<file path="src/rtl/vol_step_sequencer.sv">
// ============================================================================
// vol_step_sequencer : press/hold/auto-repeat volume stepper with ack handshake
// Rev 1.0
// ============================================================================
`default_nettype none
`timescale 1ns/1ps

module vol_step_sequencer #(
   parameter int VOL_MAX       = 31,
   parameter int VOL_INIT      = 20,
   parameter int HOLD_DELAY    = 12500000,
   parameter int REPEAT_PERIOD = 2500000
) (
   input  logic       i_clk,
   input  logic       reset_n,
   input  logic       btn_minus_i,
   input  logic       btn_plus_i,
   input  logic       upd_ack_i,
   output logic [4:0] vol_o,
   output logic       upd_req_o,
   output logic       limit_o
);

   localparam int C_TMAX  = (HOLD_DELAY > REPEAT_PERIOD) ? HOLD_DELAY : REPEAT_PERIOD;
   localparam int C_TMR_W = (C_TMAX > 1) ? $clog2(C_TMAX) : 1;

   localparam logic [C_TMR_W-1:0] C_HOLD_LOAD = C_TMR_W'(HOLD_DELAY - 1);
   localparam logic [C_TMR_W-1:0] C_REP_LOAD  = C_TMR_W'(REPEAT_PERIOD - 1);
   localparam logic [C_TMR_W-1:0] C_TMR_ONE   = C_TMR_W'(1);
   localparam logic [4:0]         C_VOL_MAX   = 5'(VOL_MAX);
   localparam logic [4:0]         C_VOL_INIT  = 5'(VOL_INIT);
   localparam logic [4:0]         C_VOL_ONE   = 5'd1;

   typedef enum logic [1:0] {
      S_IDLE   = 2'd0,
      S_HOLD   = 2'd1,
      S_REPEAT = 2'd2,
      S_LOCK   = 2'd3
   } state_t;

   state_t               state_q, state_d;
   logic [C_TMR_W-1:0]   timer_q, timer_d;
   logic                 dir_q, dir_d;      // 1 = up, 0 = down
   logic [4:0]           vol_q, vol_d;
   logic                 upd_req_q, upd_req_d;
   logic                 limit_q, limit_d;

   logic w_plus;
   logic w_minus;
   logic w_held;
   logic w_step;
   logic w_step_up;
   logic w_change;

   // Buttons are active-low
   assign w_plus  = ~btn_plus_i;
   assign w_minus = ~btn_minus_i;
   assign w_held  = dir_q ? w_plus : w_minus;

   always_comb begin
      state_d   = state_q;
      timer_d   = timer_q;
      dir_d     = dir_q;
      w_step    = 1'b0;
      w_step_up = dir_q;
      if (w_plus && w_minus) begin
         state_d = S_LOCK;
         timer_d = '0;
      end else begin
         case (state_q)
            S_IDLE: begin
               if (w_plus || w_minus) begin
                  w_step    = 1'b1;
                  w_step_up = w_plus;
                  dir_d     = w_plus;
                  timer_d   = C_HOLD_LOAD;
                  state_d   = S_HOLD;
               end
            end
            S_HOLD, S_REPEAT: begin
               if (!w_held) begin
                  state_d = S_IDLE;
                  timer_d = '0;
               end else if (timer_q == '0) begin
                  w_step  = 1'b1;
                  timer_d = C_REP_LOAD;
                  state_d = S_REPEAT;
               end else begin
                  timer_d = timer_q - C_TMR_ONE;
               end
            end
            S_LOCK: begin
               if (!w_plus && !w_minus) begin
                  state_d = S_IDLE;
               end
            end
            default: begin
               state_d = S_IDLE;
               timer_d = '0;
            end
         endcase
      end
   end

   // Saturating step; a rejected step pulses limit and never raises a request
   always_comb begin
      vol_d    = vol_q;
      limit_d  = 1'b0;
      w_change = 1'b0;
      if (w_step) begin
         if (w_step_up) begin
            if (vol_q >= C_VOL_MAX) begin
               limit_d = 1'b1;
            end else begin
               vol_d    = vol_q + C_VOL_ONE;
               w_change = 1'b1;
            end
         end else begin
            if (vol_q == '0) begin
               limit_d = 1'b1;
            end else begin
               vol_d    = vol_q - C_VOL_ONE;
               w_change = 1'b1;
            end
         end
      end
      upd_req_d = w_change | (upd_req_q & ~upd_ack_i);
   end

   always_ff @(posedge i_clk or negedge reset_n) begin
      if (!reset_n) begin
         state_q   <= S_IDLE;
         timer_q   <= '0;
         dir_q     <= 1'b1;
         vol_q     <= C_VOL_INIT;
         upd_req_q <= 1'b0;
         limit_q   <= 1'b0;
      end else begin
         state_q   <= state_d;
         timer_q   <= timer_d;
         dir_q     <= dir_d;
         vol_q     <= vol_d;
         upd_req_q <= upd_req_d;
         limit_q   <= limit_d;
      end
   end

   assign vol_o     = vol_q;
   assign upd_req_o = upd_req_q;
   assign limit_o   = limit_q;

endmodule

`default_nettype wire

</file>
<file path="config.mk">
export PLATFORM = sky130hd
export DESIGN_NAME = vol_step_sequencer
export DESIGN_NICKNAME = d
export VERILOG_FILES = /design/src/rtl/vol_step_sequencer.sv
export SDC_FILE = /design/constraint.sdc
export NUM_CORES = 1
export LEC_CHECK = 0
export CORE_MARGIN = 3
export CORE_UTILIZATION = 30
export DETAILED_ROUTE_END_ITERATION = 16
export HOLD_SLACK_MARGIN = 0.1
export PLACE_DENSITY = 0.46
export SLEW_MARGIN = 25
export SYNTH_ARGS = -nofsm -noshare
export SYNTH_HDL_FRONTEND = slang
export SYNTH_SLANG_ARGS = --single-unit
</file>
<file path="constraint.sdc">
create_clock -name i_clk -period 4.3 [get_ports i_clk]
set_input_delay 0.645 -clock i_clk [delete_from_list [all_inputs] [get_ports i_clk]]
set_output_delay 0.645 -clock i_clk [all_outputs]
set_load 0.005 [all_outputs]
</file>
Word level (Yosys, flattened, before mapping):

Cells that the tools add are included.

* $add $sub $neg: 3
* $lt $le $gt $ge: 1
* eq/ne operators: 8
* muxes and demuxes: 31
* bitwise logic cells: 5
* reduce and logical (&&, ||, !) cells: 11

Operator list (number)
* $mux 24: 4
* $pmux 24 s2: 1
* $logic_not 24->1: 1
* $sub 24x1->24 const B: 1
* $mux 1: 16
* $mux 5: 3
* $mux 2: 5
* $ne 3x3->1 const B: 2
* $pmux 2 s3: 1
* $reduce_and 3->1: 2
* $add 5x1->5 const B: 1
* $ge 5x5->1 const B: 1
* $logic_not 5->1: 1
* $sub 5x1->5 const B: 1
* $eq 2x2->1 const B: 2
* $ne 2x2->1 const B: 2
* $ne 4x4->1 const B: 1
* $not 1->1: 3
* $reduce_bool 3->1: 1
* $eq 2x1->1 const B: 1
* $logic_and 1x1->1: 2
* $logic_not 2->1: 1
* $pmux 1 s2: 1
* $reduce_and 2->1: 1
* other kinds (4): 4

* register bits after elaboration: 34
* input port bits: 5
* logic and storage cells: 65

Longest topological paths before layout:

* depth after elaboration: 8
* mapped depth: 11

Worst setup path before layout:

No wires, ideal clock.

* path kind: in2reg
* start point: input port btn_minus_i
* end point: register vol_q[4] (netlist: vol_o[4])
* setup time: 0.082 ns
* arrival: 2.839 ns
* data required time: 4.218 ns
* setup slack: 1.379 ns
* cell stages on the path: 11
* buffers on the path: 1
* cells stage by stage: inv_1 > ha_1 > clkbuf_1 > nor3b_1 > mux2i_1 > ha_1 > a21o_1 > a21oi_1 > xnor2_1 > o211ai_1 > xnor2_1

* word-level cells in the longest chain between the ends: 7
* elaborated cells between the ends (all ways): 15
* classes of those cells: 2 x eq/ne; 9 x mux; 1 x bitwise; 3 x reduce/logical

Ends and longest elaborated chain
* from (decl): RTL line 16 `input logic btn_minus_i,`
* $not 1->1 (*): RTL line 57 `assign w_minus = ~btn_minus_i;`
* $logic_or 1x1->1: RTL line 72 `if (w_plus || w_minus) begin`
* $mux 1: RTL line 72
* $mux 1: RTL line 70 `case (state_q)`
* $mux 1: RTL line 66 `if (w_plus && w_minus) begin`
* $ne 2x2->1 (no source line)
* $reduce_and 3->1 (no source line)
* to (signal assigned): RTL line 142 `vol_q <= vol_d;`
* to (decl): RTL line 44 `logic [4:0] vol_q, vol_d;`

Every way passes the cells marked *; elsewhere a longest branch is shown, timed or not.
A chain may end at the register's enable or synchronous reset.

Final worst setup path:

Same ends and word-level chain as after synthesis.

==> run metrics <==
wl on met1 2680 µm; vias per std cell about 5.3; Post-Route Setup TNS 0 ns; Mapped Cells around 240; Non-Filler Instances between 300 and 400; met2 WL roughly 2400 µm; Clock Latency Late Sink roughly 0.29 ns; share of the synthesized area in the top cell type 0.361; DRC 0; crit path time final roughly 3.0 ns; #FFs+latches synth 34; hpwl dp roughly 3600 µm; IO Pins 12; n_diodes 0; placed cells 338; clock buffer count from CTS 5; Area growth syn-to-layout 14.5%; NumNets Final 265; Arrival @ worst endpoint around 3.2 ns; first-pass GRT wire length 9110 µm; leak pwr 1.05 nW; syn_nets between 200 and 300; PostCTS Resize Cnt 0; Peak Freq between 300 and 400 MHz; WL met3 approximately 160 µm; Total Wirelength about 5300 µm; Cell Pwr Density ~840 nW/µm²; design area roughly 2500 µm²; Synth cell types 46; GRT overflow 0; Crit. End Element flop; CTS tree done; Final Cycle Share 0.704; via count 1,828; RD Place Congestion between 0.7 and 0.8; largest cells by area after synthesis dfrtp_1 36%, a21oi_1 6.5%, ha_1 5.8%; H-tree depth 2; share of layout cells above drive strength 1 0.0760; final slew viol count 0; CORE AREA roughly 7000 µm²; Final Hold Viols 0; status finished, final reports clean; row count 30; dominant synthesized flop cell dfrtp_1; critical path class in2reg; dpl cell area roughly 2400 µm²; Root Driver clkbuf_8; Max-slew headroom 0.403; clock sink total 34; gr usage total 0.137; Data required, critical path between 4 and 5 ns; clock skew 0.00732 ns; number of synthesized flops with an enable pin 0; vias in the first global route between 1,500 and 2,000; CTS Buffer Depth 2; clock-pin slew on the worst setup and hold paths approximately 0.07 ns; Hold WC Path Type in2async; IO buf count 11; drt first pass iters 4; Top Layer Used met4; initial antenna violation count 0; peak supply drop between 0.15 and 0.2 mV; crit start category input port; CTS hold repair buffers 0; number of max-cap violations 0; Starting Density 0.313; Seq/Total Area, Yosys 0.397; actual slew at the worst max-slew pin between 0.8 and 0.9 ns; Mapped Avg Cell Area just over 9 µm²; drt initial violations 86; Die Y just over 90 µm; Final ANT Viol Nets 0; crit-path max FO 9; wire per inst roughly 15 µm; Die ar. ~8200 µm²; Post-Syn Area about 2200 µm²; Horiz. Die Dim between 90 and 100 µm; Setup Fix Bufs, Post-CTS 0; unrepaired setup endpoints after global routing false; synth warn 0; Yosys top cell by area dfrtp_1; final setup vio count 0; largest net degree at the start of global routing 35; Synth async-reset ratio 1.00
## worst max-delay path: stages
cell and delay, ns:
clkdlybuf4s50_1 0.51, inv_1 0.06, ha_1 0.30, nor3b_1 0.27
mux2i_1 0.11, buf_4 0.17, fa_1 0.39, a21o_1 0.19
a21oi_1 0.17, xnor2_1 0.14, o211ai_1 0.12, xnor2_1 0.16
## per-layer routing
| metal | up-vias | GRT usage |
|---|---|---|
| li1 | 923 | - |
| met1 | 870 | 0.193 |
| met2 | 29 | 0.209 |
| met3 | 6 | 0.0317 |
| met4 | 0 | 0.0421 |
| met5 | - | 0 |
## path summary, 6_finish.rpt
kind                             startpoint          end  slack [ns]  cells past startpoint
worst max-delay path            btn_minus_i     vol_o[4]        1.27                     12
min in group i_clk                 vol_o[4]     vol_o[4]        0.52                      1
worst min-delay path                reset_n     vol_o[0]        0.44                      1
worst min register to register     vol_o[4]     vol_o[4]        0.52                      1
worst max register to register   timer_q[0]  timer_q[14]        1.63                      7
max in group asynchronous           reset_n  timer_q[10]        3.35                      1
## where the power goes
group          total (W)  leakage, nW  switching (W)  internal, W
clock           0.000254       0.0455       0.000123     0.000131
sequential      0.000618        0.428       0.000150     0.000469
combinational    0.00120        0.580       0.000655     0.000545
## synthesized netlist by cell type, types with 4 or more instances
cell / n
inv_1: 15
o21ai_0: 10
nor3_1: 9
dfrtp_1: 31
or4_1: 4
ha_1: 10
clkbuf_1: 7
a22o_1: 4
o22a_1: 13
nor4_1: 10
a21o_1: 4
nand2_1: 9
a31oi_1: 4
o31a_1: 4
xnor2_1: 4
a21oi_1: 28
a211oi_1: 4
nor2_1: 18
nand3_1: 5
## placed cells by master (no fill, tap or decap), types with 4 or more instances in the layout
cell type / n
a211oi_1: 4
a21o_1: 4
a21oi_1: 28
a22o_1: 4
a31oi_1: 4
clkbuf_8: 6
clkdlybuf4s50_1: 10
dfrtp_1: 31
ha_1: 10
inv_1: 15
nand2_1: 9
nand3_1: 5
nor2_1: 18
nor3_1: 9
nor4_1: 10
o21ai_0: 9
o22a_1: 13
o31a_1: 4
or4_1: 4
xnor2_1: 4
## through the flow
step / setup slack, ns / total power (W) / hold slack [ns] / utilization
6_report: 1.27 / 0.00207 / 0.443 / 0.358
4_1_cts: 1.26 / 0.00210 / 0.481 / 0.358
3_5_place_dp: 0.968 / 0.00183 / 0.499 / 0.345
3_3_place_gp: 1.04 / 0.00182 / 0.504 / 0.345
2_1_floorplan: 1.38 / 0.00148 / 0.349 / -
5_1_grt: 1.02 / 0.00228 / 0.515 / 0.358
## flip-flops by register name, summed over array words and instances, names as in the netlist
signal / count
dir_q: 1
vol_o: 5
state_q: 2
limit_o: 1
timer_q: 24
upd_req_o: 1
## cells by family (layout without fill, tap and decap cells)
logic type      after synthesis  count (layout)  synth area share
mux                           6               6            0.0297
flops                        34              34             0.397
xor+xnor                      5               5            0.0204
simple gates                 72              72             0.179
fa+ha+maj                    11              11            0.0675
compound gates               85              85             0.265
buf+inv                      23              37            0.0407
## area by class of cell
cell class	count	area, µm²
fillers	709	4410
multi-input cells	179	1210
flip-flops and latches	34	855
inverters	15	56.3
well taps	96	120
repair buffers	14	128
clock buffers	8	90.1
Note: power is estimated with default switching activity, not from simulation.
